<file path="src/rtl/fsm_input_conditioner.sv">
// Two-flop synchroniser, per-channel debounce and registered rising-edge pulse for the a/b inputs.
// Optional macro GLITCH_COUNT_EN adds a saturating count of aborted debounce runs on glitch_cnt.
module fsm_input_conditioner #(
    parameter int DEBOUNCE_CYCLES = 4,
    parameter int CNT_W           = $clog2(DEBOUNCE_CYCLES + 1)
) (
    input  logic       clk,
    input  logic       reset_n,
    input  logic       a_raw,
    input  logic       b_raw,
    output logic       a_lvl,
    output logic       b_lvl,
    output logic       a,
    output logic       b
`ifdef GLITCH_COUNT_EN
    ,
    output logic [7:0] glitch_cnt
`endif
);

    localparam logic [CNT_W-1:0] CNT_LAST = CNT_W'(DEBOUNCE_CYCLES - 1);

    // Bit 0 is channel A, bit 1 is channel B; the channels never interact.
    logic [1:0]       w_raw;
    logic [1:0]       r_s1;
    logic [1:0]       r_s2;
    logic [1:0]       r_lvl;
    logic [1:0]       r_pulse;
    logic [CNT_W-1:0] r_cnt [2];
    logic [1:0]       w_mismatch;
    logic [1:0]       w_expire;

    assign w_raw = {b_raw, a_raw};

    always_comb begin
        w_mismatch = '0;
        w_expire   = '0;
        for (int i = 0; i < 2; i++) begin
            w_mismatch[i] = r_s2[i] != r_lvl[i];
            w_expire[i]   = w_mismatch[i] && (r_cnt[i] == CNT_LAST);
        end
    end

    always_ff @(posedge clk) begin
        if (!reset_n) begin
            r_s1    <= '0;
            r_s2    <= '0;
            r_lvl   <= '0;
            r_pulse <= '0;
            for (int i = 0; i < 2; i++) begin
                r_cnt[i] <= '0;
            end
        end else begin
            r_s1 <= w_raw;
            r_s2 <= r_s1;
            for (int i = 0; i < 2; i++) begin
                // Any matching sample drops a partial count; it never carries over.
                if (!w_mismatch[i]) begin
                    r_cnt[i] <= '0;
                end else if (w_expire[i]) begin
                    r_lvl[i] <= r_s2[i];
                    r_cnt[i] <= '0;
                end else begin
                    r_cnt[i] <= r_cnt[i] + CNT_W'(1);
                end
                r_pulse[i] <= w_expire[i] && r_s2[i];
            end
        end
    end

    assign a_lvl = r_lvl[0];
    assign b_lvl = r_lvl[1];
    assign a     = r_pulse[0];
    assign b     = r_pulse[1];

`ifdef GLITCH_COUNT_EN
    logic [1:0] w_abort;
    logic [1:0] w_abort_sum;
    logic [7:0] r_glitch_cnt;

    function automatic logic [7:0] sat_add8(input logic [7:0] acc, input logic [1:0] inc);
        logic [8:0] sum;
        sum = {1'b0, acc} + {7'b0, inc};
        return sum[8] ? 8'hFF : sum[7:0];
    endfunction

    // An abort is a run of mismatches that ended before reaching the debounce length.
    always_comb begin
        w_abort = '0;
        for (int i = 0; i < 2; i++) begin
            w_abort[i] = !w_mismatch[i] && (r_cnt[i] != '0);
        end
        w_abort_sum = {1'b0, w_abort[0]} + {1'b0, w_abort[1]};
    end

    always_ff @(posedge clk) begin
        if (!reset_n) begin
            r_glitch_cnt <= '0;
        end else begin
            r_glitch_cnt <= sat_add8(r_glitch_cnt, w_abort_sum);
        end
    end

    assign glitch_cnt = r_glitch_cnt;
`endif

endmodule

</file>
<file path="config.mk">
export PLATFORM = sky130hd
export DESIGN_NAME = fsm_input_conditioner
export DESIGN_NICKNAME = d
export VERILOG_FILES = /design/src/rtl/fsm_input_conditioner.sv
export SDC_FILE = /design/constraint.sdc
export NUM_CORES = 1
export LEC_CHECK = 0
export CORE_UTILIZATION = 33
export CTS_CLUSTER_SIZE = 40
export DETAILED_ROUTE_END_ITERATION = 8
export GPL_ROUTABILITY_DRIVEN = 0
export SYNTH_ARGS = -nofsm -noshare
export SYNTH_HDL_FRONTEND = slang
export SYNTH_SLANG_ARGS = --single-unit
</file>
<file path="constraint.sdc">
create_clock -name clk -period 1.2 [get_ports clk]
set_input_delay 0.24 -clock clk [delete_from_list [all_inputs] [get_ports clk]]
set_output_delay 0.24 -clock clk [all_outputs]
set_load 0.02 [all_outputs]
</file>
Word-level counts from Yosys, hierarchy flattened:

Memories as Yosys holds them, arrays and structs flattened.
Cells that the tools add are included.

* $add $sub $neg: 2
* equal/unequal tests: 4
* multiplexer cells: 29
* bitwise gates (word level): 6
* reduce and logical (&&, ||, !) cells: 6

Operators by type and width (number)
* 1-bit two-way mux: 23
* 3-bit two-way mux: 6
* 3-bit by 1-bit adder with 3-bit output (second input constant): 2
* 3-bit by 2-bit == test with 1-bit output (second input constant): 2
* 1-bit bitwise OR: 6
* 1-bit logical AND: 4
* 2-bit AND reduction: 2
* 1-bit inequality test: 2

* register bits: 8
* RAM bits: 6
* input bits: 4
* output and inout bits: 4
* logic and storage cells: 53
* memories: 1

Memory list
* r_cnt: words 2, bits a word 3, rd ports 2, clocked after Yosys merged registers in 0, wr ports 2, RTL line 29 `logic [CNT_W-1:0] r_cnt [2];`

Longest topological paths before layout:

* word-level depth: 8
* depth in mapped cells: 4
* depth with buffers taken out: 4

Worst setup path after synthesis:

Ideal clock, no wire load.

* kind: register to register
* from: memory r_cnt[0][0] (netlist name)
* to: memory r_cnt[0][2] (netlist name), data pin
* library setup time: 0.182 ns
* arrival: 1.081 ns
* data required time: 1.018 ns
* path slack: -0.062 ns
* cell stages (with the launch flop): 4
* path buffers: 0
* clock period less this slack: 1.262 ns
* cells stage by stage: edfxtp_1 ha_1 ha_1 nor4b_1

RTL lines (RTL line)
* from (decl): 29

==> results by group <==
Hold path
  • Hold_sp: r_s1[1]$_SDFF_PN0_
  • Worst hold path type: reg -> reg
  • Hold Path Sink: r_s2[1]$_SDFF_PN0_
  • Hold Path Depth: 1

Routing
  • DR iter-0 viols: 0
  • Total wire length: approximately 960 um
  • Pre-Repair DR Iteration Count: 1
  • Routed len/inst: around 12 um
  • Drt via density: roughly 4.6
  • Routed Antenna Nets: 0
  • DRC viols: 0
  • Via count: 358

STA
  • Fin crit period: 1.25 ns
  • Fmax: roughly 800 MHz
  • Fin Hold WS: ~0.44 ns
  • Max Slew Vio Count: 0
  • Endpoints failing setup: 7
  • Post-route worst setup slack: -0.0482 ns
  • Setup Skew: ~0.012 ns
  • Final hold vios: 0
  • Setup TNS: -0.151 ns
  • Final period util: 104%
  • RSZ-0062 raised after global routing: true

Layout
  • NumNets Final: 70
  • Antenna diodes: 0
  • P&R area growth vs syn: 49.8%
  • Final Core Density: roughly 55%
  • Share of layout cells above drive strength 1: between 40 and 50%

Die
  • # IOs: 8
  • Die W: ~43 um
  • Die Y: around 43 um
  • Core Area: ~1500 um^2
  • Die Area: approximately 1900 um^2
  • Effective utilization at floorplan: a little over a third
  • Number of core rows: 14

Clock tree
  • Clock root cell: clkbuf_4
  • CTS clock-pin slew for the worst setup and hold paths: approximately 0.090 ns
  • Number of H-tree levels: 1
  • CTS Sinks: 14
  • CTS tree: built
  • Inserted Clock Buffers: 3
  • Worst skew pair latency: slightly below 0.3 ns
  • Max Buffers Root-to-Sink: 2

Setup path
  • CP Max Fanout: 2
  • Critical path's slowest cell: edfxtp_1
  • Crit Reg-Reg Startpoint: r_cnt[0][0]$_SDFFCE_PN0P_
  • Critical path required time: approximately 1.3 ns
  • Delay of the slowest cell on the worst path: just over 0.4 ns
  • R2R depth: 3
  • CP Launch Type: flip-flop
  • Buf/Inv on CP: 0
  • RR Endpoint: r_cnt[0][2]$_SDFFCE_PN0P_
  • Critical path's top delay family: adder cells
  • CP endpoint kind: flip-flop
  • Reg2reg setup slack: -0.05 ns
  • Critical path type: reg -> reg
  • Worst Path Arrival: roughly 1.4 ns
  • Worst-path cell chain: ha_2 -> ha_4 -> nor4b_4

Synthesis
  • Yosys warnings: 0
  • Synthesis-stage register bit count: 14
  • Mean post-synth cell area: about 14 um^2
  • Synth unique cells: 14
  • Mapped Cells: 40
  • Cell Area, Synth: about 560 um^2
  • Seq/Total Area, Yosys: between 60% and 70%

Placement
  • Pre-CTS setup slack: -0.216 ns
  • I/O Buffers: 7
  • Post-DP HPWL: between 600 and 700 um

Power and ir drop
  • Leakage: about 0.34 nW
  • Maximum VDD drop: 0.000702 V
  • Total power: 0.952 mW
  • Power per cell area: roughly 1100 nW/um^2

Outcome
  • Status: finished, violations left
  • Failing checks: setup timing

GRT
  • Global-route wire length before repair: roughly 1.5 mm
  • Gr usage total: between 10% and 20%
  • Vias in the first global route: between 300 and 400
  • Initial antenna violation count: 0
  • Remaining global-route overflow: 0
  • Largest net degree at the start of global routing: 9

Job
  • Max cap viols: 0
-- cell type report --
type,count,area [um^2]
Sequential cell,14,343
Clock buffer,4,36.3
Inverter,2,7.51
Multi-Input combinational cell,28,325
Fill cell,134,698
Tap cell,16,20.0
Timing Repair Buffer,13,111
-- Yosys cell counts --
cell type / count / area share (%)
and2_1: 4 / 4.4
and4b_1: 1 / 1.8
and4b_2: 1 / 2.0
and4bb_2: 2 / 4.4
clkbuf_2: 1 / 0.89
conb_1: 1 / 0.67
dfxtp_1: 8 / 28
edfxtp_1: 6 / 32
ha_1: 4 / 8.9
inv_1: 2 / 1.3
mux2i_1: 2 / 3.6
nor2b_1: 2 / 2.2
nor4b_1: 4 / 6.2
xnor2_1: 2 / 3.1
-- power breakdown --
group	internal, mW	switching, mW
combinational	0.0510	0.0357
clock	0.185	0.160
sequential	0.512	0.00819
total	0.748	0.204
-- cell usage in the layout (no fill, tap or decap), types with 3 or more instances in the layout --
| cell type | count |
|---|---|
| and2_1 | 4 |
| buf_4 | 4 |
| clkbuf_4 | 3 |
| clkdlybuf4s50_1 | 3 |
| conb_1 | 6 |
| dfxtp_1 | 6 |
| edfxtp_1 | 6 |
| nor4b_4 | 3 |
-- worst max-delay path by stage --
stage                              startpoint                         to  slack, ns  cells after the start
floorplan           r_cnt[0][0]$_SDFFCE_PN0P_  r_cnt[0][2]$_SDFFCE_PN0P_       0.03                      3
finish              r_cnt[0][0]$_SDFFCE_PN0P_  r_cnt[0][2]$_SDFFCE_PN0P_      -0.05                      3
global placement                      reset_n  r_cnt[1][0]$_SDFFCE_PN0P_      -0.12                      2
CTS                 r_cnt[1][0]$_SDFFCE_PN0P_  r_cnt[1][2]$_SDFFCE_PN0P_      -0.10                      3
global route        r_cnt[1][0]$_SDFFCE_PN0P_  r_cnt[1][2]$_SDFFCE_PN0P_      -0.13                      3
detailed placement                    reset_n  r_cnt[1][2]$_SDFFCE_PN0P_      -0.22                      2
-- worst reg2reg max path, cell delays in order (launching register included) --
cell and delay, ns:
edfxtp_1 0.41, ha_2 0.20, ha_4 0.22, nor4b_4 0.25
-- flip-flops by register name, summed over array words and instances (netlist names) --
name and cells:
r_cnt 6, r_lvl 2, r_pulse 2, r_s1 2, r_s2 2
-- repair_timing --
item / in CTS / in global routing
cloned: 0 / 0
pin swaps: 3 / 0
setup buffers: 1 / 0
resized for setup: 17 / 7
endpoints found under the setup margin: 12 / 13
hold buffers: 0 / 0
-- cell families (layout without fill, tap and decap cells) --
kind of cell,Yosys count,in the layout,share of synthesized area [%]
DFF,14,14,60.4
and+or+nand+nor,14,14,21.1
adders and majority gates,4,4,8.89
buffers and inverters,3,19,2.22
xor gates and xnor gates,2,2,3.11
muxes,2,2,3.56
other,1,6,0.666
-- routing by layer --
layer  global-route usage [%]  share of wire (%)
met5                        0                  0
met4                     9.09                1.5
met3                     5.11                3.2
met2                     17.0                 50
met1                     14.3                 45
-- stage by stage --
| stage | std cells | area, um^2 |
|---|---|---|
| floorplan | 45 | 612 |
| global placement | 72 | 734 |
| detailed placement | 72 | 734 |
| CTS | 77 | 821 |
| global route | 77 | 843 |
| finish | 77 | 843 |
(Power assumes the default switching activity.)
